`src/rtl/rto_pkg.sv`:
```
// ---------------------------------------------------------------------------
// rto_pkg
// Shared definitions for the RTO controllers.
//   rto_seq_state_t : write-sequencer state, also driven out on state_o
//                     (00 IDLE, 01 RUN, 10 FLUSH, 11 HALT)
//   TS_MSB / TS_LSB : timestamp field of a 128-bit event word
//   ERR_OVF / ERR_TS: bit positions in err_cause
// ---------------------------------------------------------------------------
package rto_pkg;

    typedef enum logic [1:0] {
        IDLE  = 2'b00,
        RUN   = 2'b01,
        FLUSH = 2'b10,
        HALT  = 2'b11
    } rto_seq_state_t;

    localparam int TS_MSB  = 127;
    localparam int TS_LSB  = 64;

    localparam int ERR_OVF = 0;
    localparam int ERR_TS  = 1;

endpackage

```
`src/rtl/rr_arbiter.sv`:
```
// ---------------------------------------------------------------------------
// rr_arbiter
// Combinational round-robin grant with a registered priority pointer.
// The grant goes to the lowest index >= pointer whose request is set,
// wrapping at NUM_REQ. On advance the pointer moves to grant_idx+1.
// Ports:
//   clk, resetn : clock, synchronous active-low reset (pointer -> 0)
//   req         : request vector
//   advance     : a grant was consumed this cycle
//   grant       : one-hot grant (all zero when nothing requests)
//   grant_idx   : binary index of the granted requester (0 when none)
// ---------------------------------------------------------------------------
module rr_arbiter #(
    parameter  int NUM_REQ = 4,
    localparam int IDX_W   = (NUM_REQ > 1) ? $clog2(NUM_REQ) : 1
) (
    input  logic               clk,
    input  logic               resetn,
    input  logic [NUM_REQ-1:0] req,
    input  logic               advance,
    output logic [NUM_REQ-1:0] grant,
    output logic [IDX_W-1:0]   grant_idx
);

    logic [IDX_W-1:0] ptr;

    always_comb begin
        int   idx;
        logic found;
        idx       = 0;
        found     = 1'b0;
        grant     = '0;
        grant_idx = '0;
        // Scan NUM_REQ positions starting at the pointer; first hit wins.
        for (int k = 0; k < NUM_REQ; k++) begin
            idx = int'(ptr) + k;
            if (idx >= NUM_REQ) begin
                idx = idx - NUM_REQ;
            end
            if (!found && req[IDX_W'(idx)]) begin
                found                = 1'b1;
                grant[IDX_W'(idx)]   = 1'b1;
                grant_idx            = IDX_W'(idx);
            end
        end
    end

    always_ff @(posedge clk) begin
        if (!resetn) begin
            ptr <= '0;
        end else if (advance) begin
            ptr <= (grant_idx == IDX_W'(NUM_REQ - 1)) ? '0 : grant_idx + 1'b1;
        end
    end

endmodule

```
`src/rtl/rto_write_sequencer.sv`:
```
// ---------------------------------------------------------------------------
// rto_write_sequencer
// Front-end controller for one RTO_Core. Merges NUM_REQ event streams into
// the core's single write port (round robin), and sequences auto_start and
// flush through IDLE/RUN/FLUSH/HALT. A core error while running halts the
// core, flushes it, and latches the cause until software clears it.
//
// Handshake: requester i transfers an event on a rising edge where
// req_valid[i] & req_ready[i]. req_ready is asserted only for the granted
// requester, and only while the sequencer is open (IDLE or RUN) and the core
// is not full. An accepted event appears on core_write/core_din during the
// following cycle.
//
// Ports:
//   clk, resetn      : clock, synchronous active-low reset
//   req_valid/_data  : per-requester event; requester i at [i*DATA_W +: DATA_W]
//   req_ready        : per-requester accept
//   ctrl_start/stop/clear : software control pulses
//   core_full/empty/ovf_err/ts_err : RTO_Core status
//   core_write, core_din, core_auto_start, core_flush : RTO_Core controls
//   state_o          : current state (debug / status)
//   err_cause        : {ts, ovf} sticky error cause
//   write_count      : events written since the last entry to IDLE
// ---------------------------------------------------------------------------
module rto_write_sequencer
    import rto_pkg::*;
#(
    parameter int NUM_REQ      = 4,
    parameter int DATA_W       = 128,
    parameter int FLUSH_CYCLES = 4
) (
    input  logic                      clk,
    input  logic                      resetn,
    input  logic [NUM_REQ-1:0]        req_valid,
    input  logic [NUM_REQ*DATA_W-1:0] req_data,
    output logic [NUM_REQ-1:0]        req_ready,
    input  logic                      ctrl_start,
    input  logic                      ctrl_stop,
    input  logic                      ctrl_clear,
    input  logic                      core_full,
    input  logic                      core_empty,
    input  logic                      core_ovf_err,
    input  logic                      core_ts_err,
    output logic                      core_write,
    output logic [DATA_W-1:0]         core_din,
    output logic                      core_auto_start,
    output logic                      core_flush,
    output logic [1:0]                state_o,
    output logic [1:0]                err_cause,
    output logic [31:0]               write_count
);

    localparam int IDX_W = (NUM_REQ > 1) ? $clog2(NUM_REQ) : 1;
    localparam int FC_W  = $clog2(FLUSH_CYCLES + 1);

    rto_seq_state_t    state, state_next;
    logic [FC_W-1:0]   flush_cnt;
    logic [1:0]        err_set;

    logic [NUM_REQ-1:0] grant;
    logic [IDX_W-1:0]   grant_idx;
    logic               accept_ok;
    logic               handshake;
    logic               next_open;
    logic [DATA_W-1:0]  din_sel;

    logic               wr_q;
    logic [DATA_W-1:0]  din_q;

    // Core emptiness is not needed for sequencing; kept on the port list so
    // the controller drops straight onto the core's status bundle.
    logic unused_core_empty;
    assign unused_core_empty = core_empty;

    // ---------------- arbitration and acceptance ----------------
    rr_arbiter #(.NUM_REQ(NUM_REQ)) u_arb (
        .clk       (clk),
        .resetn    (resetn),
        .req       (req_valid),
        .advance   (handshake),
        .grant     (grant),
        .grant_idx (grant_idx)
    );

    assign accept_ok = ~core_full & ((state == IDLE) | (state == RUN));
    assign req_ready = accept_ok ? grant : '0;
    assign handshake = accept_ok & (|grant);

    always_comb begin
        din_sel = '0;
        for (int i = 0; i < NUM_REQ; i++) begin
            if (grant_idx == IDX_W'(i)) begin
                din_sel = req_data[i*DATA_W +: DATA_W];
            end
        end
    end

    // ---------------- state machine ----------------
    always_comb begin
        state_next = state;
        err_set    = 2'b00;
        case (state)
            IDLE: begin
                // start wins over a simultaneous stop here
                if (ctrl_start) state_next = RUN;
            end
            RUN: begin
                // an error outranks stop so the cause is always recorded
                if (core_ovf_err | core_ts_err) begin
                    state_next      = FLUSH;
                    err_set[ERR_OVF] = core_ovf_err;
                    err_set[ERR_TS]  = core_ts_err;
                end else if (ctrl_stop) begin
                    state_next = FLUSH;
                end
            end
            FLUSH: begin
                if (flush_cnt == FC_W'(1)) begin
                    state_next = (err_cause != 2'b00) ? HALT : IDLE;
                end
            end
            HALT: begin
                if (ctrl_clear) state_next = IDLE;
            end
            default: state_next = IDLE;
        endcase
    end

    always_ff @(posedge clk) begin
        if (!resetn) begin
            state <= IDLE;
        end else begin
            state <= state_next;
        end
    end

    // Loaded on FLUSH entry, counts down the cycles spent in FLUSH.
    always_ff @(posedge clk) begin
        if (!resetn) begin
            flush_cnt <= '0;
        end else if ((state != FLUSH) && (state_next == FLUSH)) begin
            flush_cnt <= FC_W'(FLUSH_CYCLES);
        end else if (state == FLUSH) begin
            flush_cnt <= flush_cnt - 1'b1;
        end
    end

    always_ff @(posedge clk) begin
        if (!resetn) begin
            err_cause <= 2'b00;
        end else if ((state == HALT) && ctrl_clear) begin
            err_cause <= 2'b00;
        end else begin
            err_cause <= err_cause | err_set;
        end
    end

    // ---------------- write output register ----------------
    // A write accepted on the edge that enters FLUSH is dropped: the core is
    // being flushed and must not see new data.
    assign next_open = (state_next == IDLE) | (state_next == RUN);

    always_ff @(posedge clk) begin
        if (!resetn) begin
            wr_q  <= 1'b0;
            din_q <= '0;
        end else begin
            wr_q <= handshake & next_open;
            if (handshake) begin
                din_q <= din_sel;
            end
        end
    end

    always_ff @(posedge clk) begin
        if (!resetn) begin
            write_count <= '0;
        end else if ((state_next == IDLE) && (state != IDLE)) begin
            write_count <= '0;
        end else if (wr_q) begin
            write_count <= write_count + 32'd1;
        end
    end

    assign core_write      = wr_q;
    assign core_din        = din_q;
    assign core_auto_start = (state == RUN);
    assign core_flush      = (state == FLUSH);
    assign state_o         = state;

endmodule

```
`config.mk`:
```
export PLATFORM = sky130hd
export DESIGN_NAME = rto_write_sequencer
export DESIGN_NICKNAME = d
export VERILOG_FILES = /design/src/rtl/rto_pkg.sv /design/src/rtl/rr_arbiter.sv /design/src/rtl/rto_write_sequencer.sv
export SDC_FILE = /design/constraint.sdc
export NUM_CORES = 1
export LEC_CHECK = 0
export CORE_AREA = 2 2 272 274
export DETAILED_ROUTE_END_ITERATION = 16
export DIE_AREA = 0 0 274 276
export PLACE_DENSITY_LB_ADDON = 0.05
export SETUP_SLACK_MARGIN = 0.1
export SLEW_MARGIN = 20
export SYNTH_ARGS = -nofsm -noshare
export SYNTH_HDL_FRONTEND = slang
export SYNTH_SLANG_ARGS = --single-unit
```
`constraint.sdc`:
```
create_clock -name clk -period 5 [get_ports clk]
set_input_delay 0.5 -clock clk [delete_from_list [all_inputs] [get_ports clk]]
set_output_delay 0.5 -clock clk [all_outputs]
set_load 0.1 [all_outputs]
```
==> results summary, run 1 <==
The worst register-to-register path begins at u_arb.ptr[0]$_SDFFE_PN0P_. The number of buffers inserted by hold repair at cts came out at 0. The synthesized area per cell is 7.78 sq um. The final-report max-slew violation count came to 0. The starting density of the core came out at 0.155. The largest stage delay on the critical path is 0.78 ns. The flip-flop and latch count after synthesis is 170. The count of maximum capacitance violations came out at 0. Setup repair after global routing left no endpoint under its margin. The number of setup violations in the final report came out at 0.

The via count of the first global-routing pass is 13200. The sequential standard cell area is 3400 sq um. The sum of buffers and inverters on the critical path came out at 4.

The count of final hold-check violations came out at 0. The critical path in this run is classified as reg2reg. The sequential element share of the synthesized area is 0.302. The relative slew slack came out at 0.225. After the flow finishes, the layout carries non-filler instances totaling 3032. The share of cells above drive strength 1 is 0.0431. The flop-to-flop setup slack is 0.58 ns. The half-perimeter wire length after placement is 51600 um. Counting flops with a built-in enable in the synthesized netlist gives 0. The maximum clock rate is 226 MHz.

The required time of the critical path came out at 5.41 ns. CTS saw 170 sinks. The number of top-level design ports came out at 696. In the final routed layout, each cell accounts on average for 21.4 um. In this run the critical register-to-register path is captured at core_din[115]$_SDFFE_PN0P_. Traced cell by cell, the critical path runs through inv_1, ha_1, mux4_2, nor2_1, o31a_1, inv_1, ha_4, nor2b_4, buf_12, a221oi_1, o31ai_1, buf_4, nand2_1, mux2i_1. The largest net degree at the start of global routing came out at 155. The die extent in y came out at 276 um. The run finished with clean final reports. For this run the aggregate overflow at the end of global routing stands at 0. The post-route clock period utilization is 0.883. The routed layout has 13000 vias.

The die outline width is 274 um. The pre-antenna-repair detailed-routing pass consisted of 4 iterations. The setup total negative slack came out at 0 ns. The most repeated cell in the gate-level netlist after synthesis is nand2_1. The top cell type's share of synthesized area came out at 0.302. The weighted congestion reported at the end of routability-driven placement is 0.782.

The cell count after placement came out at 2994. In this design, the critical path's most frequently occurring cell is inv_1. The count of unresolved DRC violations after routing came out at 0.

The post-detailed-route via-to-cell ratio is 4.27. The biggest area contributor in the post-synthesis netlist is dfxtp_1. The power density normalized to cell area came out at 722 nW/um^2.

Along the worst hold path, the cell count comes to 2. The largest delay contributor family on the critical path is compound AO/OA/AOI/OAI gates. The slew at the pin closest to its max-slew limit is 1.16 ns.

The worst setup path is launched from a flip-flop. The worst reg2reg path depth is 14. The min-delay analysis places its worst path in the category reg2reg. The number of antenna violations at the first check in global routing is 21.

Counting distinct cell types in the post-synthesis netlist gives 47. The area overhead of the layout relative to synthesis is 75.6%. The clock tree from TritonCTS is yes. The multi-input logic area is 7200 sq um.

The clock insertion delay at the later pin of the skew report is 0.48 ns. The quantity of gates resized following cts is 0. The analysis attributes to cell leakage a power of 7.27 nW. The CTS clock-pin slew for the worst setup and hold paths is 0.07 ns. The violation count after the first detailed-routing iteration is 462.

The path with the worst hold slack has its endpoint at core_din[102]$_SDFFE_PN0P_. The number of nets in the synthesized netlist is 1989. The synthesized instance count is 1449.

The slowest stage of the critical path is the o31ai_1 cell. The netlist area before placement came out at 11300 sq um. The buffers inserted during post-CTS setup optimization came out at 0. The net total in the final layout is 2594. For this run, asynchronously set or reset flops after synthesis account for 0. The deepest level of the CTS H-tree came out at 4. The overall routing resource usage came out at 0.169. In the synthesized netlist the dominant register cell turns out to be dfxtp_1. The maximum buffer depth of the clock tree is 2. By area the synthesized netlist is led by dfxtp_1 30%, nand2_1 14%, mux2i_1 12%, a221oi_1 9.9%, o31ai_1 8.6%.

The number of clock buffers added by TritonCTS is 17. The data arrival at the endpoint of the critical path is 4.82 ns. The wire length of the first global-routing pass came out at 93200 um. The launch point of the worst hold path is core_din[102]$_SDFFE_PN0P_. The number of port buffers is 694. The area enclosed by the die boundary is 75600 sq um. The initialized floorplan defines 99 standard-cell rows. Counting instances in the post-synthesis netlist gives the leading cell types as 412 x nand2_1, 170 x dfxtp_1, 136 x mux2i_1. STA classifies the critical path endpoint as a flip-flop.

The fill cell instance count of the final layout is 7878. The biggest fanout along the worst timing path came out at 68. The clock tree root buffer cell is clkbuf_16. Across the routed clock network, the largest skew measured is 0.0120 ns. The core region is 72600 sq um. Summed over all layers, the routed wires come to 65000 um.

Yosys printed 0 warnings. The number of nets with antenna violations after routing came out at 0. The maximum VDD drop is 0.000841 V.

The worst path in the final design needs a cycle of 4.42 ns, including I/O delays and setup.
[stage by stage]
step	setup WS, ns	hold WS (ns)	power (mW)	area, sq um	util
CTS	0.457	0.462	14.7	19800	0.273
finish	0.585	0.457	14.3	19800	0.273
global placement	0.217	0.445	13.2	19200	0.264
detailed placement	0.236	0.452	13.2	19200	0.264
floorplan	0.785	0.471	9.63	11300	-
global route	0.292	0.477	15.3	19800	0.273
[state kept, by name, summed over array words and instances (netlist names)]
signal / flops
write_count: 32
flush_cnt: 3
state_o: 2
core_write: 1
core_din: 128
err_cause: 2
u_arb.ptr: 2
[how the worst max path moves through the flow]
stage / end / depth (start not counted) / startpoint
finish: core_din[115]$_SDFFE_PN0P_ / 14 / u_arb.ptr[0]$_SDFFE_PN0P_
global route: core_din[115]$_SDFFE_PN0P_ / 14 / u_arb.ptr[0]$_SDFFE_PN0P_
CTS: core_din[115]$_SDFFE_PN0P_ / 14 / u_arb.ptr[0]$_SDFFE_PN0P_
detailed placement: core_din[115]$_SDFFE_PN0P_ / 16 / req_valid[3]
global placement: core_din[115]$_SDFFE_PN0P_ / 16 / req_valid[3]
floorplan: req_ready[3] / 8 / u_arb.ptr[0]$_SDFFE_PN0P_
[final cells by class]
| class | count | share of cell area |
|---|---|---|
| clock buffer | 23 | 0.0241 |
| antenna | 6 | 0.000758 |
| inverter | 10 | 0.00190 |
| timing repair buffer | 724 | 0.370 |
| multi-input combinational | 1131 | 0.363 |
| sequential | 170 | 0.172 |
| clock inverter | 9 | 0.00695 |
| tap | 959 | 0.0606 |
[logic make-up (layout without fill, tap and decap cells)]
kind of cell               count (synthesis)  after routing  synth area share
AOI/OAI and AO/OA                        297            297             0.208
DFF                                      170            170             0.302
adders and majority gates                 15             15            0.0166
muxes                                    139            139             0.127
buffers and inverters                    148            766            0.0651
other                                      0              6                 0
and+or+nand+nor                          654            654             0.262
xor gates and xnor gates                  26             26            0.0202
[power by group]
part | internal, mW | total (mW) | switching, mW
Sequential | 1.76 | 1.98 | 0.216
Clock | 0.829 | 1.46 | 0.635
Combinational | 3.60 | 10.8 | 7.24
[worst register-to-register path, stage by stage (launching register included)]
cell and delay (ns):
dfxtp_1 0.33, inv_1 0.13, ha_1 0.59, mux4_2 0.65
nor2_1 0.13, o31a_1 0.27, inv_1 0.16, ha_4 0.22
nor2b_4 0.17, buf_12 0.30, a221oi_1 0.22, o31ai_1 0.78
buf_4 0.24, nand2_1 0.05, mux2i_1 0.13
[layout by cell type, fill, tap and decap left out, types with 3 or more instances in the layout]
cell type | synthesis | layout
a21oi_1 | 14 | 14
a221oi_1 | 128 | 128
and2_1 | 3 | 3
and3_1 | 8 | 8
and4_1 | 3 | 3
buf_12 | 9 | 16
buf_4 | 5 | 26
bufinv_16 | 0 | 3
clkbuf_1 | 118 | 3
clkbuf_16 | 0 | 17
clkbuf_8 | 0 | 3
clkdlybuf4s50_1 | 0 | 678
clkinv_4 | 0 | 3
dfxtp_1 | 170 | 170
diode_2 | 0 | 6
ha_1 | 15 | 12
ha_4 | 0 | 3
inv_1 | 10 | 10
mux2i_1 | 136 | 136
mux4_2 | 3 | 3
nand2_1 | 412 | 412
nand3_1 | 13 | 13
nand3b_1 | 4 | 4
nand4_1 | 12 | 12
nor2_1 | 48 | 48
nor2b_1 | 134 | 133
o21ai_0 | 12 | 12
o31ai_1 | 129 | 129
or3_1 | 6 | 6
xnor2_1 | 5 | 5
xor2_1 | 21 | 21
[layer usage]
layer,part of all wire,track usage,wire length [um]
met5,0.0026,0,170
met4,0.013,0.0369,871
met3,0.091,0.0727,5910
met2,0.52,0.309,33700
met1,0.38,0.178,24400
Note: power is estimated with default switching activity, not from simulation.
==> inputs of run 2 (changes only) <==
Settings changed: CTS_CLUSTER_DIAMETER set to 60.
==> results of run 2 <==
No change in the layout: final DEF, timing and power equal those of run 1.
==> inputs of run 3 (changes only) <==
Settings changed: GPL_TIMING_DRIVEN set to 0, SKIP_LAST_GASP set to 1.
==> results summary, run 3 (synthesized netlist as in run 1, its figures left out) <==
The analysis attributes to cell leakage a power of 7.38 nW. On the final layout, the worst clock skew is 0.0139 ns. For this run the aggregate overflow at the end of global routing stands at 0. The number of setup violations in the final report is 0. The maximum buffer depth of the clock tree came out at 2. The fill cell instance count of the final layout came out at 7892. The routed wire length on met3 is 4650 um. The via count of the first global-routing pass is 14300. For this run, design rule violations remaining after detail routing come to 0. Max-cap violations in this run came to 0. The final routed wirelength across all metal layers is 75500 um. In the final layout, the multi-input gates occupy 7160 sq um.

Grouping stages by cell kind, the critical path spends the most delay in buffers and inverters. The detailed router put a total of 30900 um of wire on met1. The library cells used most frequently in the layout, excluding fill and tap cells, are 684 x clkdlybuf4s50_1, 412 x nand2_1, 169 x dfxtp_1. For the pin with the worst max-slew slack, the measured transition is 1.20 ns. The power density normalized to cell area is 747 nW/um^2. The TritonCTS sink count came out at 170.

Data on the critical path arrives at its endpoint at 4.11 ns. The highest metal layer carrying signal wires in the routed design is met5. The nature of the critical path startpoint is a flip-flop. Across the VDD grid, the largest voltage drop is 0.000419 V. The endpoint class of the critical path is a primary output. The half-perimeter wire length after placement is 62900 um.

The worst path in the final design needs a cycle of 4.61 ns, including I/O delays and setup. After the first detailed-routing iteration, the DRC count stood at 652. The total via count in the routed design is 13600. The flop-to-flop setup slack came out at 0.47 ns. The relative slew slack is 0.198. The clock buffer count from CTS came out at 17. The tree is rooted in a clkbuf_16.

The die outline width came out at 274 um. The critical path is of the reg2out type. The slowest stage of the critical path is the clkdlybuf4s50_1 cell. The sum of buffers and inverters on the critical path is 3. The min-delay analysis places its worst path in the category reg2reg. After floorplanning, the core was divided into 99 placement rows. The cell area after layout is 20100 sq um. The worst register-to-register path begins at u_arb.ptr[0]$_SDFFE_PN0P_. The area overhead of the layout relative to synthesis is 78.0%. The wire length per cell came out at 24.1 um. The largest stage delay on the critical path came out at 1.15 ns. The placed instances occupy a cell area of 19400 sq um. The weighted congestion reported at the end of routability-driven placement came out at 0.863. The area enclosed by the die boundary came out at 75600 sq um. The post-detailed-route via-to-cell ratio is 4.34. The number of port buffers came out at 692. The length of the first detailed-routing pass in iterations came out at 5. Counting instances, the worst hold path has a depth of 2. The starting density of the core is 0.155. The worst reg2reg path depth is 13.

For the worst-skew pair, the clock arrives at the later sink with an insertion delay of 0.49 ns. In this run the worst path has a maximum fanout of 10. After layout, the worst setup slack is 0.393 ns.

The net total in the final layout came out at 2700. The wire length of the first global-routing pass came out at 105000 um. The worst hold path terminates at core_din[96]$_SDFFE_PN0P_.

The core utilization of the finished layout came out at 0.276. The design draws 15.0 mW. The area of the core region came out at 72600 sq um.

The sequential standard cell area came out at 3400 sq um. The length of routed met2 wiring came out at 38900 um. In this run the critical register-to-register path is captured at core_din[119]$_SDFFE_PN0P_.

The run finished with clean final reports. The worst slack on hold paths is 0.458 ns. The number of top-level design ports came out at 696.

The most numerous cell type found on the critical path is nor2_1. The number of antenna violations at the first check in global routing came out at 17. The CTS clock-pin slew for the worst setup and hold paths came out at 0.07 ns. Setup repair after global routing left no endpoint under its margin. The die extent in y is 276 um.

Entering global routing, the biggest net connects 17 pins. The setup slack after placement is -0.927 ns. In this run the most critical hold path is launched from core_din[96]$_SDFFE_PN0P_. The maximum clock rate is 217 MHz. The signal on the critical path passes through clkbuf_2, inv_1, ha_1, mux4_2, nor2_1, a32oi_1, and3_1, nor2_1, clkdlybuf4s50_1.

The count of final hold-check violations is 0. TritonCTS built the clock tree. In this run the number of H-tree levels came out at 4. For this run, the total global-route usage over all layers was measured as 0.195. The required time of the critical path is 4.50 ns.

Of the cells placed in the final design, the portion with a size suffix greater than 1 is 0.0419. The library cell used most frequently in the layout, excluding fill and tap cells, is clkdlybuf4s50_1. The post-route clock period utilization is 0.921.

The final-report max-slew violation count is 0. The number of nets with antenna violations after routing is 0. The register with the most flip-flops in the layout has 128 of them. The buffers inserted during post-CTS setup optimization came out at 0.
## run 3: routing by layer
metal	GRT usage	vias to the layer above
met5	0	-
met4	0.0425	14
met3	0.0566	54
met2	0.353	426
met1	0.224	6511
li1	-	6622
## run 3: worst max path at each step
stage                         startpoint                    endpoint  depth (start not counted)
2_1_floorplan  u_arb.ptr[0]$_SDFFE_PN0P_                req_ready[3]                          8
3_3_place_gp   u_arb.ptr[0]$_SDFFE_PN0P_  core_din[115]$_SDFFE_PN0P_                         18
3_5_place_dp   u_arb.ptr[0]$_SDFFE_PN0P_  core_din[115]$_SDFFE_PN0P_                         18
4_1_cts        u_arb.ptr[0]$_SDFFE_PN0P_  core_din[115]$_SDFFE_PN0P_                         13
5_1_grt        u_arb.ptr[0]$_SDFFE_PN0P_  core_din[120]$_SDFFE_PN0P_                         13
6_report       u_arb.ptr[0]$_SDFFE_PN0P_                req_ready[0]                          9
## run 3: per-stage QoR
step                setup TNS (ns)  std cells
global placement           -106.18       3100
floorplan                        0       1449
finish                           0       3140
CTS                              0       3132
global route                     0       3136
detailed placement          -35.81       3100
## run 3: cell type report
class / count / area share
multi-input combinational: 1131 / 0.357
timing repair buffer: 692 / 0.344
sequential: 170 / 0.170
tap: 959 / 0.0598
buffer: 138 / 0.0371
clock buffer: 18 / 0.0214
clock inverter: 14 / 0.00867
inverter: 10 / 0.00187
antenna: 8 / 0.000998
## run 3: where the power goes
group / leakage [nW] / switching (mW) / internal (mW) / total [mW]
logic: 5.71 / 7.92 / 3.62 / 11.5
clock network: 0.283 / 0.659 / 0.787 / 1.45
registers: 1.38 / 0.238 / 1.77 / 2.00
total: 7.38 / 8.82 / 6.18 / 15.0
## run 3: worst reg2reg max path, cell delays in order (launching register included)
cell and delay (ns):
dfxtp_2 0.45, clkbuf_2 0.27, inv_1 0.18, ha_1 0.38, mux4_2 0.59, nor2_1 0.14
o31a_1 0.29, ha_1 0.29, clkbuf_2 0.49, clkbuf_1 0.56, a221oi_1 0.12, o31ai_1 0.44
nand2_1 0.13, mux2i_1 0.13
## run 3: repair_timing
| item | 4_1_cts | 5_1_grt |
|---|---|---|
| resized for setup | 19 | 23 |
| setup endpoints to repair | 132 | 90 |
| pin swaps | 0 | 0 |
| hold buffers | 0 | 0 |
